$ cat src/rtl/muldiv_unit.sv
// muldiv_unit: iterative 16-bit unsigned multiply (shift-add) / divide (restoring)
// with a two-word write-back to an 8x16 register file.
module muldiv_unit (
    input  logic        clk,
    input  logic        rst,
    input  logic        start,
    input  logic        op,
    input  logic [2:0]  dest,
    input  logic [15:0] opA,
    input  logic [15:0] opB,
    output logic        busy,
    output logic        done,
    output logic [2:0]  wbDest,
    output logic [15:0] wbData,
    output logic        wbWe,
    output logic        wbHb,
    output logic        wbLb
);

    localparam int unsigned W  = 16;
    localparam int unsigned RW = 3;
    localparam int unsigned CW = 4;
    localparam logic [CW-1:0] CNT_LAST = CW'(W - 1);

    typedef enum logic [1:0] {
        S_IDLE  = 2'd0,
        S_RUN   = 2'd1,
        S_WB_LO = 2'd2,
        S_WB_HI = 2'd3
    } state_t;

    state_t          r_state, w_state_nxt;
    logic            r_op, w_op_nxt;
    logic [RW-1:0]   r_dest, w_dest_nxt;
    logic [W-1:0]    r_opnd, w_opnd_nxt;   // multiplicand (MULU) or divisor (DIVU)
    logic [W-1:0]    r_hi, w_hi_nxt;       // product high / partial remainder
    logic [W-1:0]    r_lo, w_lo_nxt;       // product low / quotient
    logic [CW-1:0]   r_cnt, w_cnt_nxt;

    logic            r_busy, r_done, r_we;
    logic [RW-1:0]   r_wb_dest;
    logic [W-1:0]    r_wb_data;
    logic            w_busy_nxt, w_done_nxt, w_we_nxt;
    logic [RW-1:0]   w_wb_dest_nxt;
    logic [W-1:0]    w_wb_data_nxt;

    logic [W:0]      w_mul_sum;
    logic [W:0]      w_div_t;
    logic            w_div_ge;
    logic [W-1:0]    w_div_r;

    // One iteration of each algorithm; the divisor compare is 17-bit so a
    // zero divisor always subtracts and fills the quotient with ones.
    always_comb begin
        w_mul_sum = {1'b0, r_hi} + (r_lo[0] ? {1'b0, r_opnd} : {(W+1){1'b0}});
        w_div_t   = {r_hi, r_lo[W-1]};
        w_div_ge  = (w_div_t >= {1'b0, r_opnd});
        w_div_r   = w_div_ge ? W'(w_div_t - {1'b0, r_opnd}) : w_div_t[W-1:0];
    end

    // Next-state, datapath update and registered-output decode.
    always_comb begin
        w_state_nxt = r_state;
        w_op_nxt    = r_op;
        w_dest_nxt  = r_dest;
        w_opnd_nxt  = r_opnd;
        w_hi_nxt    = r_hi;
        w_lo_nxt    = r_lo;
        w_cnt_nxt   = r_cnt;

        case (r_state)
            S_IDLE: begin
                if (start) begin
                    w_state_nxt = S_RUN;
                    w_op_nxt    = op;
                    w_dest_nxt  = dest;
                    w_opnd_nxt  = op ? opB : opA;
                    w_hi_nxt    = '0;
                    w_lo_nxt    = op ? opA : opB;
                    w_cnt_nxt   = '0;
                end
            end
            S_RUN: begin
                if (r_op) begin
                    w_hi_nxt = w_div_r;
                    w_lo_nxt = {r_lo[W-2:0], w_div_ge};
                end else begin
                    w_hi_nxt = w_mul_sum[W:1];
                    w_lo_nxt = {w_mul_sum[0], r_lo[W-1:1]};
                end
                w_cnt_nxt = r_cnt + CW'(1);
                if (r_cnt == CNT_LAST) begin
                    w_state_nxt = S_WB_LO;
                end
            end
            S_WB_LO: begin
                w_state_nxt = S_WB_HI;
            end
            S_WB_HI: begin
                w_state_nxt = S_IDLE;
            end
            default: begin
                w_state_nxt = S_IDLE;
            end
        endcase

        w_busy_nxt    = (w_state_nxt != S_IDLE);
        w_we_nxt      = (w_state_nxt == S_WB_LO) || (w_state_nxt == S_WB_HI);
        w_done_nxt    = (w_state_nxt == S_WB_HI);
        w_wb_dest_nxt = '0;
        w_wb_data_nxt = '0;
        if (w_state_nxt == S_WB_LO) begin
            w_wb_dest_nxt = w_dest_nxt;
            w_wb_data_nxt = w_lo_nxt;
        end else if (w_state_nxt == S_WB_HI) begin
            w_wb_dest_nxt = w_dest_nxt + RW'(1);
            w_wb_data_nxt = w_hi_nxt;
        end
    end

    // State, datapath and output registers with synchronous reset.
    always_ff @(posedge clk) begin
        if (rst) begin
            r_state   <= S_IDLE;
            r_op      <= 1'b0;
            r_dest    <= '0;
            r_opnd    <= '0;
            r_hi      <= '0;
            r_lo      <= '0;
            r_cnt     <= '0;
            r_busy    <= 1'b0;
            r_done    <= 1'b0;
            r_we      <= 1'b0;
            r_wb_dest <= '0;
            r_wb_data <= '0;
        end else begin
            r_state   <= w_state_nxt;
            r_op      <= w_op_nxt;
            r_dest    <= w_dest_nxt;
            r_opnd    <= w_opnd_nxt;
            r_hi      <= w_hi_nxt;
            r_lo      <= w_lo_nxt;
            r_cnt     <= w_cnt_nxt;
            r_busy    <= w_busy_nxt;
            r_done    <= w_done_nxt;
            r_we      <= w_we_nxt;
            r_wb_dest <= w_wb_dest_nxt;
            r_wb_data <= w_wb_data_nxt;
        end
    end

    assign busy   = r_busy;
    assign done   = r_done;
    assign wbWe   = r_we;
    assign wbHb   = r_we;
    assign wbLb   = r_we;
    assign wbDest = r_wb_dest;
    assign wbData = r_wb_data;

endmodule

$ cat config.mk
export PLATFORM = sky130hd
export DESIGN_NAME = muldiv_unit
export DESIGN_NICKNAME = d
export VERILOG_FILES = /design/src/rtl/muldiv_unit.sv
export SDC_FILE = /design/constraint.sdc
export NUM_CORES = 1
export LEC_CHECK = 0
export ABC_AREA = 0
export ABC_CLOCK_PERIOD_IN_PS = 4800
export CAP_MARGIN = 10
export CORE_MARGIN = 4
export CORE_UTILIZATION = 50
export CTS_CLUSTER_DIAMETER = 150
export CTS_CLUSTER_SIZE = 30
export DETAILED_ROUTE_END_ITERATION = 8
export PLACE_DENSITY = 0.73
export SLEW_MARGIN = 5
export SYNTH_ARGS = -nofsm -noshare
export SYNTH_HDL_FRONTEND = slang
export SYNTH_SLANG_ARGS = --single-unit
$ cat constraint.sdc
create_clock -name clk -period 4.8 [get_ports clk]
set_clock_uncertainty 0.1 [all_clocks]
set_input_delay 0.96 -clock clk [delete_from_list [all_inputs] [get_ports clk]]
set_output_delay 0.96 -clock clk [all_outputs]
set_load 0.01 [all_outputs]
==> flow_summary.ini <==
[cts]
cts_buffers = 9
clk_latency_ns = 0.36
cts_setup_buffers = 0
cts.sinks = 80
tritoncts = done
hold_buffers = 0
cts.clk_slew.worst_paths_ns = 0.08
clock_path_buffers = 2
h-tree-depth = 3
cts.root.buffer_cell = clkbuf_8
cts_resized = 0

[sta]
max_slew_margin = 0.370
rsz0062_at_grt = false
finalSetupViolCount = 0
post-route-period-util = 0.812
fin_crit_ns = 3.90
worst_slew_pin_slew_ns = 0.944
fin_tns_setup_ns = 0
finalHoldViolations = 0
max_freq_mhz = 257
final_max_slew_viol_count = 0

[worst_setup_path]
cp.arrival_ns = 4.04
worstSetupPathType = reg2reg
cpPeakStageDelay_ns = 0.70
required_ns = 4.95
cp_max_fo = 19
path_buf_inv = 0
crit_family = compound AO/OA/AOI/OAI gates
cp_cell_sequence = and2_1 > ha_1 > fa_1 > a211oi_1 > nor2_1 > o41ai_1 > o21bai_1 > a41o_1 > a2111oi_0 > o21ai_0 > o311a_1
crit_path_start_kind = flip-flop
cp_slowest_cell = o41ai_1
endpoint_kind = flip-flop

[final_layout]
multi_input_area_um2 = 3500
fillers = 950
regArea_um2 = 1600
final_nets = 780
fin_area_um2 = 6240
area_delta_synth_final_pct = 16.2
antennaDiodeCount = 0
drive_gt1_frac = 0.0465

[power_and_ir_drop]
comb_power_share = 0.238
p_leak_nw = 2.60
pwr-share-seq = 0.459
pwr-share-clk = 0.303
netSwitchingFraction = 0.312
pwr_density_cell_nw_per_um2 = 256
p_int_mw = 1.10
peakVddDrop_mv = 0.140
switching_power_uw = 500

[synthesis]
synth_edf_count = 0
syn_area_um2 = 5370
netlist_instances = 662
ys_types = 60
async_flop_share = 0
ys_seq_elements = 80
seq_area_frac_synth = 0.298
yosys_warnings = 0
avgSynthCellArea_um2 = 8.12
synthFlopType = dfxtp_1
synthesis.nets = 737

[hold_path]
min_path_type = reg2reg

[place]
hpwl_um = 12200
gp_congestion = 0.860
place_area_um2 = 6060
port_buffers = 62

[die]
die_y_um = 112
initial_utilization = 0.516
die_w_um = 112
core_um2 = 10400
num_rows = 37
die-area_um2 = 12500
io_pins = 63

[routing]
drt_iter0_drc = 392
wirelength_um = 16000
post-route-drc-count = 0
dr.pass1.iters = 5
wl_per_cell_um = 19.0
vias_per_cell = 5.92
num_vias = 5002
ant_nets = 0

[global_routing]
grt_pass1_wl_um = 25900
grt_max_degree = 44
grt_usage = 0.258
grt_overflow = 0
antenna_found_initial = 0
grt_pass1_vias = 4983

[run_status]
outcome = finished, final reports clean

[job]
drv_cap = 0
## flip-flops by register name, indices dropped and copies added (netlist names)
name,count
r_lo,16
r_state,2
r_op,1
done,1
wbDest,3
r_opnd,16
wbHb,1
r_dest,3
r_cnt,4
r_hi,16
busy,1
wbData,16
## Yosys cell counts (6+ instances only)
library cell  count  area share
a22o_1            6      0.0098
a21oi_1          47       0.044
a22oi_1           7      0.0098
nand2b_1          6      0.0070
ha_1             34       0.079
nor2_1           89       0.062
nor3_1            6      0.0056
mux2i_1          53       0.099
nor2b_1          14       0.016
a21o_1           14       0.020
nand2_1          40       0.028
o21bai_1         11       0.015
xor2_1            7       0.011
a211oi_1         29       0.041
o21ai_0          37       0.034
clkbuf_1         27       0.019
a31oi_1           8      0.0093
inv_1            29       0.020
and2_1           20       0.023
nand3_1           7      0.0065
dfxtp_1          80        0.30
xnor2_1          17       0.028
## layout by cell type, fill, tap and decap left out, types with 11 or more instances in the layout
master and count:
nor2_1 89, dfxtp_1 80, clkdlybuf4s50_1 60, mux2i_1 53, a21oi_1 47, nand2_1 40, o21ai_0 37, ha_1 34
inv_1 29, a211oi_1 29, and2_1 20, xnor2_1 17, nor2b_1 14, a21o_1 14, o21bai_1 11
## per-layer routing
metal,global-route usage,vias to the layer above,wire length [um]
met5,0,-,0
met4,0.0843,0,415
met3,0.0533,31,942
met2,0.410,158,7220
met1,0.351,2331,7450
li1,-,2482,-
## through the flow
step / power [mW] / utilization / instances / setup WS, ns / hold WS, ns
after floorplan: 1.00 / - / 662 / 1.69 / 0.371
after global placement: 1.11 / 0.581 / 830 / 1.15 / 0.391
after detailed placement: 1.12 / 0.581 / 830 / 1.01 / 0.403
after CTS: 1.60 / 0.599 / 845 / 0.988 / 0.424
after global routing: 1.68 / 0.599 / 845 / 0.621 / 0.458
final: 1.60 / 0.599 / 845 / 0.903 / 0.426
## worst reg2reg max path, stage by stage, from the launching register on
cell and delay, ns:
dfxtp_1 0.49, and2_1 0.26, ha_1 0.22, fa_1 0.43
a211oi_1 0.26, nor2_1 0.11, o41ai_1 0.70, o21bai_1 0.18
a41o_1 0.29, a2111oi_0 0.44, o21ai_0 0.17, o311a_1 0.13
## final cells by class
type / count / share of cell area
Multi-Input combinational cell: 514 / 0.561
Timing Repair Buffer: 70 / 0.107
Clock buffer: 10 / 0.0204
Inverter: 30 / 0.0180
Sequential cell: 80 / 0.257
Clock inverter: 5 / 0.00942
Tap cell: 136 / 0.0273
## power by group through the flow
stage / Sequential, mW / Clock, mW / Combinational, mW
after floorplan: 0.729 / 0 / 0.272
final: 0.734 / 0.485 / 0.381
after global routing: 0.738 / 0.524 / 0.419
after global placement: 0.747 / 0 / 0.367
after CTS: 0.732 / 0.494 / 0.378
after detailed placement: 0.748 / 0 / 0.375
## path summary, 6_finish.rpt
kind / start / end / slack [ns] / cells past startpoint
min: r_opnd[0] / r_opnd[0] / 0.43 / 2
max: r_lo[0] / r_hi[15] / 0.90 / 11
min reg2reg: r_opnd[0] / r_opnd[0] / 0.43 / 2
max reg2reg: r_lo[0] / r_hi[15] / 0.90 / 11
## kinds of logic after synthesis
group / synth area share
AO/OA/AOI/OAI: 0.243
flip-flops: 0.298
buffers and inverters: 0.0512
multiplexers: 0.110
XOR/XNOR: 0.0391
adder cells (fa/ha/maj): 0.0866
AND/OR/NAND/NOR: 0.172
(Power assumes the default switching activity.)
